### src/rtl/keypad_scan_db_if.sv
`default_nettype none
// ============================================================================
//  Module      : keypad_scan_db_if
//  Description : Event bus between the keypad scanner and its consumer.
//                Carries the latched key event, its valid/ready handshake
//                and the debounced status flags.
//  Revision    : 1.0 - initial release
// ============================================================================
interface keypad_scan_db_if #(
    parameter int N  = 12,
    parameter int KW = 4
);
    logic [N-1:0]  out;
    logic [KW-1:0] key_idx;
    logic          valid;
    logic          ready;
    logic          held;
    logic          multi;
    logic          overrun;

    modport master (
        output out,
        output key_idx,
        output valid,
        output held,
        output multi,
        output overrun,
        input  ready
    );

    modport slave (
        input  out,
        input  key_idx,
        input  valid,
        input  held,
        input  multi,
        input  overrun,
        output ready
    );
endinterface
`default_nettype wire

### src/rtl/keypad_scan_db.sv
`default_nettype none
// ============================================================================
//  Module      : keypad_scan_db
//  Description : Row-at-a-time keypad matrix scanner with frame debouncing.
//                Emits one event per debounced key-down over a valid/ready
//                handshake, and reports chords and dropped events.
//  Revision    : 1.0 - initial release
// ============================================================================
module keypad_scan_db #(
    parameter int ROWS     = 4,
    parameter int COLS     = 3,
    parameter int SCAN_DIV = 1000,
    parameter int DEBOUNCE = 3
) (
    input  logic            clk,
    input  logic            rst,
    input  logic [COLS-1:0] in_from_keypad,
    output logic [ROWS-1:0] out_to_keypad,
    keypad_scan_db_if.master ev
);

    localparam int N  = ROWS * COLS;
    localparam int KW = $clog2(N);
    localparam int TW = $clog2(SCAN_DIV);
    localparam int RW = $clog2(ROWS);
    localparam int CW = $clog2(DEBOUNCE + 1);

    localparam logic [TW-1:0] c_TIMER_MAX = TW'(SCAN_DIV - 1);
    localparam logic [RW-1:0] c_ROW_MAX   = RW'(ROWS - 1);
    localparam logic [CW-1:0] c_DB        = CW'(DEBOUNCE);

    // Frame classification; also the encoding of the debounced state
    typedef enum logic [1:0] {
        CLS_NONE  = 2'd0,
        CLS_KEY   = 2'd1,
        CLS_MULTI = 2'd2
    } cls_t;

    logic [COLS-1:0] r_sync1;
    logic [COLS-1:0] r_sync2;
    logic [TW-1:0]   r_timer;
    logic [RW-1:0]   r_row;
    logic [N-1:0]    r_snap;
    cls_t            r_prev_cls;
    logic [KW-1:0]   r_prev_idx;
    logic [CW-1:0]   r_cnt;
    cls_t            r_deb_cls;
    logic [KW-1:0]   r_deb_idx;
    logic            r_valid;
    logic            r_overrun;
    logic [N-1:0]    r_out;
    logic [KW-1:0]   r_key_idx;

    logic            w_tick;
    logic            w_frame_end;
    logic [N-1:0]    w_frame;
    cls_t            w_cls;
    logic [KW-1:0]   w_idx;
    logic            w_same;
    logic [CW-1:0]   w_cnt_next;
    logic            w_differs_deb;
    logic            w_accept;
    logic            w_event;
    cls_t            w_deb_cls_nxt;
    logic [KW-1:0]   w_deb_idx_nxt;

    assign w_tick      = (r_timer == c_TIMER_MAX);
    assign w_frame_end = w_tick && (r_row == c_ROW_MAX);

    // Two-flop synchroniser for the asynchronous column lines
    always_ff @(posedge clk) begin
        if (!rst) begin
            r_sync1 <= '0;
            r_sync2 <= '0;
        end else begin
            r_sync1 <= in_from_keypad;
            r_sync2 <= r_sync1;
        end
    end

    // Slot timer: one tick per SCAN_DIV cycles
    always_ff @(posedge clk) begin
        if (!rst) begin
            r_timer <= '0;
        end else if (w_tick) begin
            r_timer <= '0;
        end else begin
            r_timer <= r_timer + 1'b1;
        end
    end

    // Row pointer advances after each row's sample
    always_ff @(posedge clk) begin
        if (!rst) begin
            r_row <= '0;
        end else if (w_tick) begin
            r_row <= w_frame_end ? '0 : r_row + 1'b1;
        end
    end

    // One-hot row drive; row 0 sits on the MSB
    always_comb begin
        out_to_keypad = '0;
        for (int rr = 0; rr < ROWS; rr++) begin
            out_to_keypad[ROWS-1-rr] = (r_row == RW'(rr));
        end
    end

    // Snapshot with the current row's columns merged in, so the frame-end
    // tick classifies the complete frame including its last row
    always_comb begin
        w_frame = r_snap;
        for (int rr = 0; rr < ROWS; rr++) begin
            if (r_row == RW'(rr)) begin
                for (int cc = 0; cc < COLS; cc++) begin
                    w_frame[rr*COLS+cc] = r_sync2[COLS-1-cc];
                end
            end
        end
    end

    // Capture the sampled row on every tick
    always_ff @(posedge clk) begin
        if (!rst) begin
            r_snap <= '0;
        end else if (w_tick) begin
            r_snap <= w_frame;
        end
    end

    // Classify the frame as none / single key (with index) / chord
    always_comb begin
        w_idx = '0;
        for (int i = N - 1; i >= 0; i--) begin
            if (w_frame[i]) begin
                w_idx = KW'(i);
            end
        end
        if (w_frame == '0) begin
            w_cls = CLS_NONE;
        end else if ((w_frame & (w_frame - N'(1))) == '0) begin
            w_cls = CLS_KEY;
        end else begin
            w_cls = CLS_MULTI;
        end
    end

    assign w_same        = (w_cls == r_prev_cls) &&
                           ((w_cls != CLS_KEY) || (w_idx == r_prev_idx));
    assign w_cnt_next    = w_same ? ((r_cnt == c_DB) ? r_cnt : r_cnt + 1'b1)
                                  : CW'(1);
    assign w_differs_deb = (w_cls != r_deb_cls) ||
                           ((w_cls == CLS_KEY) && (w_idx != r_deb_idx));
    assign w_accept      = w_frame_end && (w_cnt_next == c_DB) && w_differs_deb;
    assign w_event       = w_accept && (w_cls == CLS_KEY);

    // Previous-frame class and stability count, updated once per frame
    always_ff @(posedge clk) begin
        if (!rst) begin
            r_prev_cls <= CLS_NONE;
            r_prev_idx <= '0;
            r_cnt      <= '0;
        end else if (w_frame_end) begin
            r_prev_cls <= w_cls;
            r_prev_idx <= w_idx;
            r_cnt      <= w_cnt_next;
        end
    end

    // Debounced state register
    always_ff @(posedge clk) begin
        if (!rst) begin
            r_deb_cls <= CLS_NONE;
            r_deb_idx <= '0;
        end else begin
            r_deb_cls <= w_deb_cls_nxt;
            r_deb_idx <= w_deb_idx_nxt;
        end
    end

    // Debounced state takes the frame class once it has been stable long enough
    always_comb begin
        w_deb_cls_nxt = r_deb_cls;
        w_deb_idx_nxt = r_deb_idx;
        if (w_accept) begin
            w_deb_cls_nxt = w_cls;
            w_deb_idx_nxt = w_idx;
        end
    end

    // Event register: loads when the consumer is free, otherwise flags overrun
    always_ff @(posedge clk) begin
        if (!rst) begin
            r_valid   <= 1'b0;
            r_overrun <= 1'b0;
            r_out     <= '0;
            r_key_idx <= '0;
        end else if (w_event) begin
            if (!r_valid || ev.ready) begin
                r_valid   <= 1'b1;
                r_out     <= N'(1) << w_idx;
                r_key_idx <= w_idx;
            end else begin
                r_overrun <= 1'b1;
            end
        end else if (r_valid && ev.ready) begin
            r_valid <= 1'b0;
        end
    end

    assign ev.out     = r_out;
    assign ev.key_idx = r_key_idx;
    assign ev.valid   = r_valid;
    assign ev.overrun = r_overrun;
    assign ev.held    = (r_deb_cls == CLS_KEY);
    assign ev.multi   = (r_deb_cls == CLS_MULTI);

endmodule
`default_nettype wire
### src/flat_wrapper.sv
// flat-port wrapper written by rule: the top's interface ports become plain ports
module keypad_scan_db_flat 
#(
    parameter int ROWS     = 4,
    parameter int COLS     = 3,
    parameter int SCAN_DIV = 1000,
    parameter int DEBOUNCE = 3
)
  (clk, rst, in_from_keypad, out_to_keypad, ev_out, ev_key_idx, ev_valid, ev_held, ev_multi, ev_overrun, ev_ready);
  keypad_scan_db_if ev_i ();
  input  logic clk;
  input  logic rst;
  input  logic [COLS-1:0] in_from_keypad;
  output logic [ROWS-1:0] out_to_keypad;
  output wire logic [$bits(ev_i.out)-1:0] ev_out;
  output wire logic [$bits(ev_i.key_idx)-1:0] ev_key_idx;
  output wire logic [$bits(ev_i.valid)-1:0] ev_valid;
  output wire logic [$bits(ev_i.held)-1:0] ev_held;
  output wire logic [$bits(ev_i.multi)-1:0] ev_multi;
  output wire logic [$bits(ev_i.overrun)-1:0] ev_overrun;
  input wire logic [$bits(ev_i.ready)-1:0] ev_ready;
  assign ev_out = ev_i.out;
  assign ev_key_idx = ev_i.key_idx;
  assign ev_valid = ev_i.valid;
  assign ev_held = ev_i.held;
  assign ev_multi = ev_i.multi;
  assign ev_overrun = ev_i.overrun;
  assign ev_i.ready = ev_ready;
  keypad_scan_db #(.ROWS(ROWS), .COLS(COLS), .SCAN_DIV(SCAN_DIV), .DEBOUNCE(DEBOUNCE)) u_core (.clk(clk), .rst(rst), .in_from_keypad(in_from_keypad), .out_to_keypad(out_to_keypad), .ev(ev_i));
endmodule
### config.mk
export PLATFORM = sky130hd
export DESIGN_NAME = keypad_scan_db_flat
export DESIGN_NICKNAME = d
export VERILOG_FILES = /design/src/rtl/keypad_scan_db_if.sv /design/src/rtl/keypad_scan_db.sv /design/src/flat_wrapper.sv
export SDC_FILE = /design/constraint.sdc
export NUM_CORES = 1
export LEC_CHECK = 0
export BUFFER_PORTS_ARGS = -buffer_cell sky130_fd_sc_hd__buf_2
export CAP_MARGIN = 15
export CORE_MARGIN = 8
export CORE_UTILIZATION = 35
export CTS_BUF_LIST = sky130_fd_sc_hd__clkbuf_8
export CTS_CLUSTER_SIZE = 30
export DETAILED_ROUTE_END_ITERATION = 7
export GPL_TIMING_DRIVEN = 0
export SLEW_MARGIN = 0
export SYNTH_ARGS = -nofsm -noshare
export SYNTH_HDL_FRONTEND = slang
export SYNTH_SLANG_ARGS = --single-unit
### constraint.sdc
create_clock -name clk -period 4.4 [get_ports clk]
set_clock_uncertainty 0.05 [all_clocks]
set_input_delay 0.88 -clock clk [delete_from_list [all_inputs] [get_ports clk]]
set_output_delay 0.88 -clock clk [all_outputs]
set_load 0.02 [all_outputs]
==> parameters.txt <==
Parameter                              Value

Outcome
  Result of the run ... finished clean

Global routing
  Maximum number of pins on one net before global-route repair ... 11
  Met3 track demand over resource in global routing ... under 10%
  Via count of the first global-routing pass ... 2577
  Number of antenna violations at the first check in global routing ... 0
  Global-route layer with the greatest usage ... met2
  Total global routing track utilization ... 12.4%
  Routing usage on met2 ... 20.3%
  Met1 track utilization from global routing ... 15.2%
  Aggregate global routing overflow ... 0
  Global-route wire length before repair ... 12600 um

Layout
  Finished Cell Area ... 3800 um^2
  End-of-flow core utilization ... between 40% and 50%
  Fraction of layout cells with a size suffix above 1 ... between 10% and 20%
  Filler cell count ... 916
  Post-layout nets ... 420
  Diodes inserted ... 0
  Relative area change from synthesis to final layout ... 16.7%

Clock tree
  Number of CTS-inserted buffers ... 9
  Buffers inserted during post-CTS setup optimization ... 0
  H-tree levels ... 3
  Post-CTS Hold Buffers ... 0
  Clock edge transition at the registers on the reported setup and hold paths ... ~0.070 ns
  Number of cells upsized or downsized after cts ... 0
  Sinks on Clock Net ... between 60 and 70
  Clock tree from TritonCTS ... done
  CTS Root Cell ... sky130_fd_sc_hd__clkbuf_8
  Insertion delay to the later sink of the worst-skew pair ... 0.34 ns
  Max clock buf depth ... 2

Yosys
  Number of flops mapped to enable cells by yosys ... 0
  Average instance area after synthesis ... 8.82 um^2
  Top post-synthesis cells by area ... sky130_fd_sc_hd__dfxtp_1, sky130_fd_sc_hd__mux2i_1, sky130_fd_sc_hd__nand2_1
  Cell area after synthesis ... 3250 um^2
  Most instantiated cells after synthesis ... sky130_fd_sc_hd__dfxtp_1, sky130_fd_sc_hd__nand2_1, sky130_fd_sc_hd__nor2_1, sky130_fd_sc_hd__mux2i_1, sky130_fd_sc_hd__nand3_1
  Synthesized instance count ... 369
  Top-area cell type share of the netlist area ... between 30% and 40%
  Commonest register cell after synthesis ... sky130_fd_sc_hd__dfxtp_1
  Ys async rst share ... 0%
  Flip-flop and latch count after synthesis ... 62
  Leading area contributor after synthesis ... sky130_fd_sc_hd__dfxtp_1
  Syn Nets ... 380
  Ys Warns ... 0
  Number of distinct library cells after synthesis ... 56
  Seq/Total Area, Yosys ... a little under two fifths

Drt
  Remaining design rule violation count ... 0
  Initial DRC count ... 81
  Vias/cell ... 5.19
  Routed wire length per instance ... 14.6 um
  Vias ... 2723
  Initial DRT Pass Iterations ... 4
  Total Routed Length ... 7680 um
  Detail Route Antenna Nets ... 0

STA
  Number of hold violations in the final report ... 0
  Maximum clock frequency ... 260 MHz
  Tightest Pin Transition ... 1.07 ns
  Hold Slack ... 0.390 ns
  # setup viols final ... 0
  Final Max Tran Viols ... 0
  Worst slew margin relative to its limit ... between 20 and 30%
  Fin crit share ... 87.3%
  Final critical delay including setup and external delays ... 3.84 ns
  Unrepaired setup endpoints after global routing ... false
  Sum of negative setup slack ... 0 ns

Flow run
  Max capacitance violation total ... 0

Worst setup path
  Required time at the endpoint of the critical path ... 4.62 ns
  Worst path arrival time ... between 4 and 5 ns
  Crit Path Category ... register to register
  Critical path launch point type ... register
  Largest fanout on the critical path ... 10
  Critical Path Sink Type ... register

Die
  Initial core utilization ... 35.7%
  Number of placement rows ... 35
  Die X-Extent ... 112 um
  Top Ports ... 30
  Die area ... 12600 um^2
  Vertical extent of the die ... about 110 um
  Placeable core region ... about 9000 um^2

Place
  Global placer's final weighted congestion ... 0.787
  Post-DP Area ... 3540 um^2
  Detailed placement HPWL ... 5530 um
  IO buf count ... 29

Power
  Ratio of total power to cell area ... 329 nW/um^2
  Largest voltage drop on the vdd net ... ~0.16 mV
  Total leakage power ... 1.37 nW
  Overall Power ... 1.25 mW

Worst hold path
  Kind of path behind the tightest hold check ... register to register
area by class of cell:
class / instances / area, um^2 / share of cell area (%)
tap: 111 / 139 / 3.66
sequential: 62 / 1240 / 32.7
multi-input combinational: 281 / 1880 / 49.6
inverter: 8 / 30.0 / 0.791
buffer: 18 / 104 / 2.74
clock buffer: 14 / 193 / 5.08
timing repair buffer: 29 / 145 / 3.82
clock inverter: 2 / 60.1 / 1.58
worst paths after layout:
path / start / to / slack, ns / cells past startpoint
max: u_core.r_row[0]$_SDFFE_PN0N_ / u_core.r_deb_idx[1]$_SDFFE_PN0P_ / 0.56 / 11
min: u_core.r_sync1[1]$_SDFF_PN0_ / u_core.r_sync2[1]$_SDFF_PN0_ / 0.39 / 1
max reg2reg: u_core.r_row[0]$_SDFFE_PN0N_ / u_core.r_deb_idx[1]$_SDFFE_PN0P_ / 0.56 / 11
min reg2reg: u_core.r_sync1[1]$_SDFF_PN0_ / u_core.r_sync2[1]$_SDFF_PN0_ / 0.39 / 1
critical path, stage by stage, from the launching register on:
cell                        delay (ns)
sky130_fd_sc_hd__dfxtp_1          0.41
sky130_fd_sc_hd__inv_1            0.08
sky130_fd_sc_hd__ha_1             0.25
sky130_fd_sc_hd__buf_6            0.16
sky130_fd_sc_hd__nor3_1           0.37
sky130_fd_sc_hd__o211ai_2         0.27
sky130_fd_sc_hd__a221oi_1         0.33
sky130_fd_sc_hd__o21ai_1          0.24
sky130_fd_sc_hd__nor3_4           0.40
sky130_fd_sc_hd__a31oi_4          0.21
sky130_fd_sc_hd__a2111oi_4        0.72
sky130_fd_sc_hd__mux2i_1          0.26
power by group:
| group | switching (mW) | leakage (nW) | internal [mW] | total (mW) |
|---|---|---|---|---|
| registers | 0.00413 | 0.501 | 0.566 | 0.570 |
| logic | 0.0374 | 0.745 | 0.0194 | 0.0568 |
| clock network | 0.227 | 0.129 | 0.397 | 0.624 |
stage by stage:
step,worst slack [ns],std cells
final,0.561,525
after global routing,0.289,525
after CTS,0.562,525
after detailed placement,0.570,509
after global placement,0.619,509
after floorplan,0.971,369
layer usage:
metal  up-vias  wire length [um]  part of all wire [%]
li1       1371                 -                     -
met5         -                 0                     0
met2        47              3660                    48
met4         0               125                   1.6
met3         7               300                   3.9
met1      1298              3600                    47
state kept, by name, summed over array words and instances (netlist names):
signal,cells
u_core.r_snap,12
u_core.r_prev_cls,2
u_core.r_timer,10
u_core.ev.valid,1
u_core.r_deb_cls,2
u_core.r_sync2,3
u_core.r_row,2
u_core.r_cnt,2
u_core.ev.overrun,1
u_core.ev.key_idx,4
u_core.ev.out,12
u_core.r_sync1,3
u_core.r_deb_idx,4
u_core.r_prev_idx,4
placed cells by master (no fill, tap or decap), types with 4 or more instances in the layout:
cell type / count
sky130_fd_sc_hd__nand2_1: 62
sky130_fd_sc_hd__dfxtp_1: 62
sky130_fd_sc_hd__buf_2: 34
sky130_fd_sc_hd__nor2_1: 34
sky130_fd_sc_hd__mux2i_1: 27
sky130_fd_sc_hd__nand3_1: 20
sky130_fd_sc_hd__a21oi_1: 18
sky130_fd_sc_hd__clkbuf_8: 14
sky130_fd_sc_hd__nor3_1: 11
sky130_fd_sc_hd__clkbuf_1: 9
sky130_fd_sc_hd__a211oi_1: 9
sky130_fd_sc_hd__inv_1: 8
sky130_fd_sc_hd__xnor2_1: 8
sky130_fd_sc_hd__and2_1: 7
sky130_fd_sc_hd__nor2b_1: 6
sky130_fd_sc_hd__nand2b_1: 6
sky130_fd_sc_hd__xor2_1: 6
sky130_fd_sc_hd__nor3b_1: 5
sky130_fd_sc_hd__o21ai_0: 5
sky130_fd_sc_hd__mux2_2: 5
sky130_fd_sc_hd__nand4_1: 5
sky130_fd_sc_hd__ha_1: 5
sky130_fd_sc_hd__buf_6: 4
kinds of logic after synthesis:
family / Yosys count / synth area share, %
simple gates: 174 / 26.2
mux: 34 / 11.2
flops: 62 / 38.2
fa+ha+maj: 5 / 1.92
compound gates: 54 / 14.7
xor+xnor: 14 / 3.77
buf+inv: 26 / 4.12
Power figures use the tool's default switching activity.
